## config.mk

```make
export PLATFORM = sky130hd
export DESIGN_NAME = tmr_xor_state_reg
export DESIGN_NICKNAME = d
export VERILOG_FILES = /design/src/rtl/tmr_xor_state_reg.sv
export SDC_FILE = /design/constraint.sdc
export NUM_CORES = 1
export LEC_CHECK = 0
export ABC_AREA = 1
export CAP_MARGIN = 20
export CORE_MARGIN = 2
export CORE_UTILIZATION = 48
export DETAILED_ROUTE_END_ITERATION = 10
export GPL_TIMING_DRIVEN = 0
export PLACE_DENSITY = 0.8
export REMOVE_ABC_BUFFERS = 1
export SLEW_MARGIN = 20
export SYNTH_ARGS = -nofsm -noshare
export SYNTH_HDL_FRONTEND = slang
export SYNTH_SLANG_ARGS = --single-unit
```

## constraint.sdc

```tcl
create_clock -name clk -period 1.5 [get_ports clk]
set_input_delay 0.3 -clock clk [delete_from_list [all_inputs] [get_ports clk]]
set_output_delay 0.3 -clock clk [all_outputs]
set_load 0.005 [all_outputs]
```

## src/rtl/tmr_xor_state_reg.sv

```systemverilog
// rtl/tmr_xor_state_reg.sv - triple-modular-redundant XOR-accumulate state register
// Three self-scrubbing state copies, bitwise majority vote, mismatch flags and saturating upset counter.

module tmr_domain_reg #(
  parameter int WIDTH = 8
) (
  input  logic             clk,
  input  logic             rst,
  input  logic [WIDTH-1:0] nxt,
  input  logic [WIDTH-1:0] inj,
  output logic [WIDTH-1:0] q
);

  // Injection is gated by reset so a reset always lands every copy at zero.
  always_ff @(posedge clk) begin
    if (rst) begin
      q <= '0;
    end else begin
      q <= nxt ^ inj;
    end
  end

endmodule

module tmr_xor_state_reg #(
  parameter int WIDTH     = 8,
  parameter int CNT_WIDTH = 8
) (
  input  logic                 clk,
  input  logic                 rst,
  input  logic                 en,
  input  logic                 load,
  input  logic [WIDTH-1:0]     din,
  input  logic [WIDTH-1:0]     inj_a,
  input  logic [WIDTH-1:0]     inj_b,
  input  logic [WIDTH-1:0]     inj_c,
  input  logic                 err_clr,
  output logic [WIDTH-1:0]     dout,
  output logic [2:0]           err_dom,
  output logic                 err_multi,
  output logic [2:0]           err_sticky,
  output logic [CNT_WIDTH-1:0] err_cnt
);

  logic [WIDTH-1:0] st_a;
  logic [WIDTH-1:0] st_b;
  logic [WIDTH-1:0] st_c;
  logic [WIDTH-1:0] voted;
  logic [WIDTH-1:0] nxt;

  // One instance per domain keeps the three register sets structurally separate.
  tmr_domain_reg #(.WIDTH(WIDTH)) u_dom_a (
    .clk (clk),
    .rst (rst),
    .nxt (nxt),
    .inj (inj_a),
    .q   (st_a)
  );

  tmr_domain_reg #(.WIDTH(WIDTH)) u_dom_b (
    .clk (clk),
    .rst (rst),
    .nxt (nxt),
    .inj (inj_b),
    .q   (st_b)
  );

  tmr_domain_reg #(.WIDTH(WIDTH)) u_dom_c (
    .clk (clk),
    .rst (rst),
    .nxt (nxt),
    .inj (inj_c),
    .q   (st_c)
  );

  always_comb begin
    voted = (st_a & st_b) | (st_b & st_c) | (st_a & st_c);
  end

  // Next state always derives from the voted value, so holding also scrubs.
  always_comb begin
    nxt = voted;
    if (load) begin
      nxt = din;
    end else if (en) begin
      nxt = voted ^ din;
    end
  end

  always_comb begin
    err_dom[0] = |(st_a ^ voted);
    err_dom[1] = |(st_b ^ voted);
    err_dom[2] = |(st_c ^ voted);
    err_multi  = (err_dom[0] & err_dom[1]) | (err_dom[1] & err_dom[2]) |
                 (err_dom[0] & err_dom[2]);
  end

  assign dout = voted;

  always_ff @(posedge clk) begin
    if (rst || err_clr) begin
      err_sticky <= '0;
    end else begin
      err_sticky <= err_sticky | err_dom;
    end
  end

  // Saturating count of mismatch cycles; clear wins over increment.
  always_ff @(posedge clk) begin
    if (rst || err_clr) begin
      err_cnt <= '0;
    end else if ((|err_dom) && (err_cnt != {CNT_WIDTH{1'b1}})) begin
      err_cnt <= err_cnt + CNT_WIDTH'(1);
    end
  end

endmodule

```

==> Word level (Yosys, flattened, before mapping) <==
Index checks and enable logic that the tools add are counted.
{ "word_totals": {"inputBits": 37, "regBits": 35, "elab_cells": 33, "output_inout_bits": 23} }
{ "op_classes": {"eq_ne": 1, "reduce_logical": 6, "n_addsub": 1, "n_mux": 2, "bitwise": 18} }
{ "op_table": {"columns": ["operator", "count"], "rows": [
  ["XOR 8 bit", 7],
  ["bitwise AND 8 bit", 3],
  ["OR reduction 24 bit", 1],
  ["OR reduction 8 bit", 3],
  ["two-way mux 8 bit", 2],
  ["OR 8 bit", 2],
  ["adder 8 x 1 -> 8 bit, second input constant", 1],
  ["inequality test 8 bit, second input constant", 1],
  ["bitwise AND 1 bit", 3],
  ["OR 3 bit", 1],
  ["OR 1 bit", 2],
  ["logical AND 1 bit", 1],
  ["logical OR 1 bit", 1]
]} }

==> Logic depth before layout (Yosys ltp) <==
{ "depth": {"depth_word": 8, "mapped_depth": 11, "ltp_nobuf": 11} }

==> Cells and area by module <==
From an unflattened synthesis, not the netlist that was laid out.
{ "unflattened": {"cells_unflattened": 370, "hier_area_um2": 2187.1} }
{ "by_module_without_submodules": {"columns": ["mod", "cells_each", "seq_area_each_um2", "n_inst", "area_per_inst_um2"], "rows": [
  ["tmr_xor_state_reg", 247, 220.2, 1, 1335.0],
  ["tmr_domain_reg", 41, 160.2, 3, 284.0]
]} }

==> Least setup slack after synthesis <==
Ideal clock, no wire load.
{ "synth_path": {"path_kind": "flip-flop to output port", "startpoint": "register u_dom_c.q[4]", "endpoint": "output port err_multi", "required_ns": 1.200, "arrival_time_ns": 1.163, "path_buffers": 0, "path_slack_ns": 0.037, "stages_incl_launch_ff": 10, "path_cell_list": "dfxtp_1 -> inv_2 -> nand3_1 -> nand2_1 -> nor2_1 -> nand2_1 -> nor2_4 -> inv_1 -> o21ai_0 -> o21ai_0"} }
{ "synth_via": {"elab_chain_len": 8, "elab_cells_between_ends": 15, "classes_between": "12 x bitwise; 3 x reduce/logical"} }
{ "synth_lines": {"columns": ["item", "line_no", "source"], "rows": [
  ["from (decl)", "11", "output logic [WIDTH-1:0] q"],
  ["from (signal assigned)", "19", "q <= nxt ^ inj;"],
  ["bitwise AND 8 bit", "77", "voted = (st_a & st_b) | (st_b & st_c) | (st_a & st_c);"],
  ["OR 8 bit (2 in series)", "77", null],
  ["XOR 8 bit (*)", "93", "err_dom[2] = |(st_c ^ voted);"],
  ["OR reduction 8 bit (*)", "93", null],
  ["named net err_dom[2]", "39", "output logic [2:0] err_dom,"],
  ["bitwise AND 1 bit", "94", "err_multi = (err_dom[0] & err_dom[1]) | (err_dom[1] & err_dom[2]) |"],
  ["OR 1 bit", "94", null],
  ["OR 1 bit (*)", "94", null],
  ["to (decl)", "40", "output logic err_multi,"]
]} }
The timed path passes the listed nets; every way through them passes the cells marked *.

==> Worst setup path in the final report <==
{ "layout_path": {"startpoint": "register u_dom_a.q[4]", "endpoint": "output port err_multi"} }
{ "layout_via": {"elab_chain_len": 8, "elab_cells_between_ends": 15, "classes_between": "12 x bitwise; 3 x reduce/logical"} }
{ "layout_lines": {"columns": ["item", "line_no"], "rows": [
  ["from (decl)", "11"],
  ["from (signal assigned)", "19"],
  ["bitwise AND 8 bit", "77"],
  ["OR 8 bit (2 in series)", "77"],
  ["XOR 8 bit (on tied branches)", "91, 92, 93"],
  ["OR reduction 8 bit (on tied branches)", "91, 92, 93"],
  ["bitwise AND 1 bit", "94"],
  ["OR 1 bit", "94"],
  ["OR 1 bit (*)", "94"]
]} }
Every way passes the cells marked *; elsewhere a longest branch is shown, timed or not.

==> reports/qor.txt <==
Status = finished, violations left
Failing checks = negative setup slack
HP Start = err_sticky[1]
EDFF count, synth = 0
Longest Clk Path Bufs = 2
Crit Reg-Reg Endpoint = err_cnt[1]
Area growth syn-to-layout = 53.6%
CP required = 1200 ps
Dpl hpwl = 3480 um
Period utilization = 1.25
Routed length per instance = 11.7 um
P_int = 1.95 mW
Hold depth = 2
Peak per-stage delay on the critical path = 360 ps
Diodes inserted = 0
Die width = 70.5 um
Worst-path maximum fanout = 4
Reg clk slew, reported paths = 70 ps
Ys flop type = dfxtp_1
HP Class = flop to flop
Vias per Instance = 5.08
Mapped Area = 2120 sq um
Boundary Pins = 60
Simple-gate area share of the yosys netlist = 0.363
#FFs+latches synth = 35
Total Routing Usage GR = 0.207
WP buf/inv = 3
Core ar. = 4290 sq um
Placer Congestion = 0.774
RSZ-0062 raised after global routing = true
Post-synth top cells = nor2_1 (57), nand2_1 (54), nand3_1 (52)
Global-route track usage on met1 = 0.238
Port Buf Inserts = 59
Synth Area in Adders = 0.00589
Slew of the pin with the lowest slew margin = 877 ps
Congestion Overflow GR = 0
DR iter-0 viols = 132
DR vias = 2269
Mean Syn Cell Area = 6.77 sq um
Flop pwr share = 0.395
Post-route ant nets = 0
Sink Count = 35
DRT Wirelength = 5210 um
Share of cells above drive strength 1 = 0.359
Vias in the first global route = 2036
Finish-stage setup viols = 17
CP Class = flop to output pin
Busiest grt layer = met2
First-pass GRT wire length = 8240 um
Clk_skew = 1.86 ps
Arrival @ worst endpoint = 1570 ps
Synth top area share = 0.330
Root Driver = clkbuf_8
Initial antenna violation count = 0
CP delay by family, top = simple AND/OR/NAND/NOR gates
Cells after Synth = 314
Initial core utilization = 0.495
Vert. Die Dim = 70.5 um
TritonCTS clock tree = built
Psw = 1.04 mW
Drt first pass iters = 4
Biggest area consumer among synthesized cells = dfxtp_1
Filler cells = 332
Later-pin clock latency in the skew report = 290 ps
Most common cell in the netlist = nor2_1
Share of flip-flops with an asynchronous set or reset = 0
Slew HR = 0.415
Worst setup SP type = flop
Xor and xnor area share after synthesis = 0.150
DR DRC count = 0
Fmax = 534 MHz
R2R setup slack = -210 ps
PnR worst setup slack = -372 ps
WHS Endpoint = err_sticky[1]
Grt met2 use = 0.370
DIE AREA = 4970 sq um
Pin count of the biggest net entering global routing = 26
Yosys warning count = 0
Area contributors post-synth = dfxtp_1 (33%), nand3_1 (12%), xor2_1 (10%)
Max Slew Vio Count = 0
Crit end category = output pin
Cell area power density = 916 nW/um^2
Global Route met3 Usage = 0.0527
Min cycle time layout = 1870 ps
Num CTS Buffers = 5
Reg2reg path depth = 12
Multiplexer area fraction after synthesis = 0
Hold Vio Cnt, Final = 0
Reg-to-Reg Start = u_dom_a.q[4]
Critical-path cell list = buf_6, nand3_2, nand2_1, nor2_1, nand2_1, nor2_4, inv_2, o21ai_1, o21ai_1, buf_2
Placement Rows = 24
Clk pwr share = 0.217
Post-layout nets = 432
Pleak = 1.44 nW
Switching fraction of total power = 0.346
Max_cap viols = 0
Post-synthesis cell type count = 20
Post-synthesis compound-gate area fraction = 0.0754
Core Util, Final = 0.760
CP max stage cell = dfxtp_4
Post-synthesis sequential area ratio = 0.330
Comb pwr share = 0.388
H-tree levels = 2
Max IR drop VDD = 0.608 mV
Setup Total Neg Slack = -2880 ps
Largest family of logic cells by synthesized area = simple AND/OR/NAND/NOR gates
## per-layer routing
metal / part of all wire / up-vias
li1: - / 1168
met1: 0.40 / 1037
met2: 0.54 / 58
met3: 0.045 / 6
met4: 0.013 / 0
met5: 0 / -
## worst max-delay path by stage
stage | end | cells past startpoint | startpoint
3_3_place_gp | err_cnt[6] | 4 | rst
3_5_place_dp | err_cnt[6] | 4 | rst
6_report | err_multi | 10 | u_dom_a.q[4]
2_1_floorplan | err_multi | 9 | u_dom_c.q[4]
4_1_cts | err_multi | 10 | u_dom_b.q[4]
5_1_grt | err_multi | 10 | u_dom_a.q[4]
## cells in the final DEF, fill, tap and decap left out, drive strengths merged, types with 4 or more instances in the layout
master         instances
nor2                  60
o21ai                 25
buf                   21
inv                   37
clkbuf                11
xnor2                  8
a21oi                  7
xor2                  25
dfxtp                 35
nand3                 57
clkdlybuf4s50         44
dlygate4sd2            4
nand2                 54
## per-stage QoR
step	cells	cell area [sq um]	total power [mW]	setup WS, ps	hold WS [ps]
6_report	447	3260	2.99	-372	469
5_1_grt	447	3260	3.18	-494	497
4_1_cts	438	2980	2.83	-367	483
3_5_place_dp	421	2760	2.08	-688	467
3_3_place_gp	421	2760	2.05	-681	452
2_1_floorplan	310	2100	1.70	37.0	372
## tightest hold or removal path, cell delays in order, from the launching register on
cell and delay (ps):
dfxtp_1 340, o21ai_2 60, inv_1 40
## kinds of logic after synthesis
kind of cell	count (synthesis)
AOI/OAI and AO/OA	32
xor gates and xnor gates	33
adders and majority gates	1
buffers and inverters	41
DFF	35
and+or+nand+nor	172
## sequential cells by signal, summed over array words and instances (netlist names)
name and count:
u_dom_a.q 8, err_sticky 3, u_dom_b.q 8, err_cnt 8, u_dom_c.q 8
## layout make-up
class                      count  area [sq um]  share of cell area
multi-input combinational    238          1430               0.438
sequential                    35           787               0.241
timing repair buffer          77           756               0.232
inverter                      37           144              0.0441
clock buffer                   7          76.3              0.0234
tap                           52          65.1              0.0199
clock inverter                 1          5.00             0.00153
## power groups by stage
stage	sequential [mW]	clock, mW	combinational [mW]
final	1.18	0.650	1.16
after global routing	1.20	0.706	1.28
after CTS	1.16	0.667	1.01
after detailed placement	1.16	0	0.919
after global placement	1.15	0	0.897
after floorplan	1.14	0	0.564
## what timing repair did
action	in CTS	in global routing
hold buffers	0	0
pin swaps	19	24
buffers inserted	9	9
gates resized for setup	87	69
gates cloned	0	1
setup endpoints to repair	50	37
(Power assumes the default switching activity.)
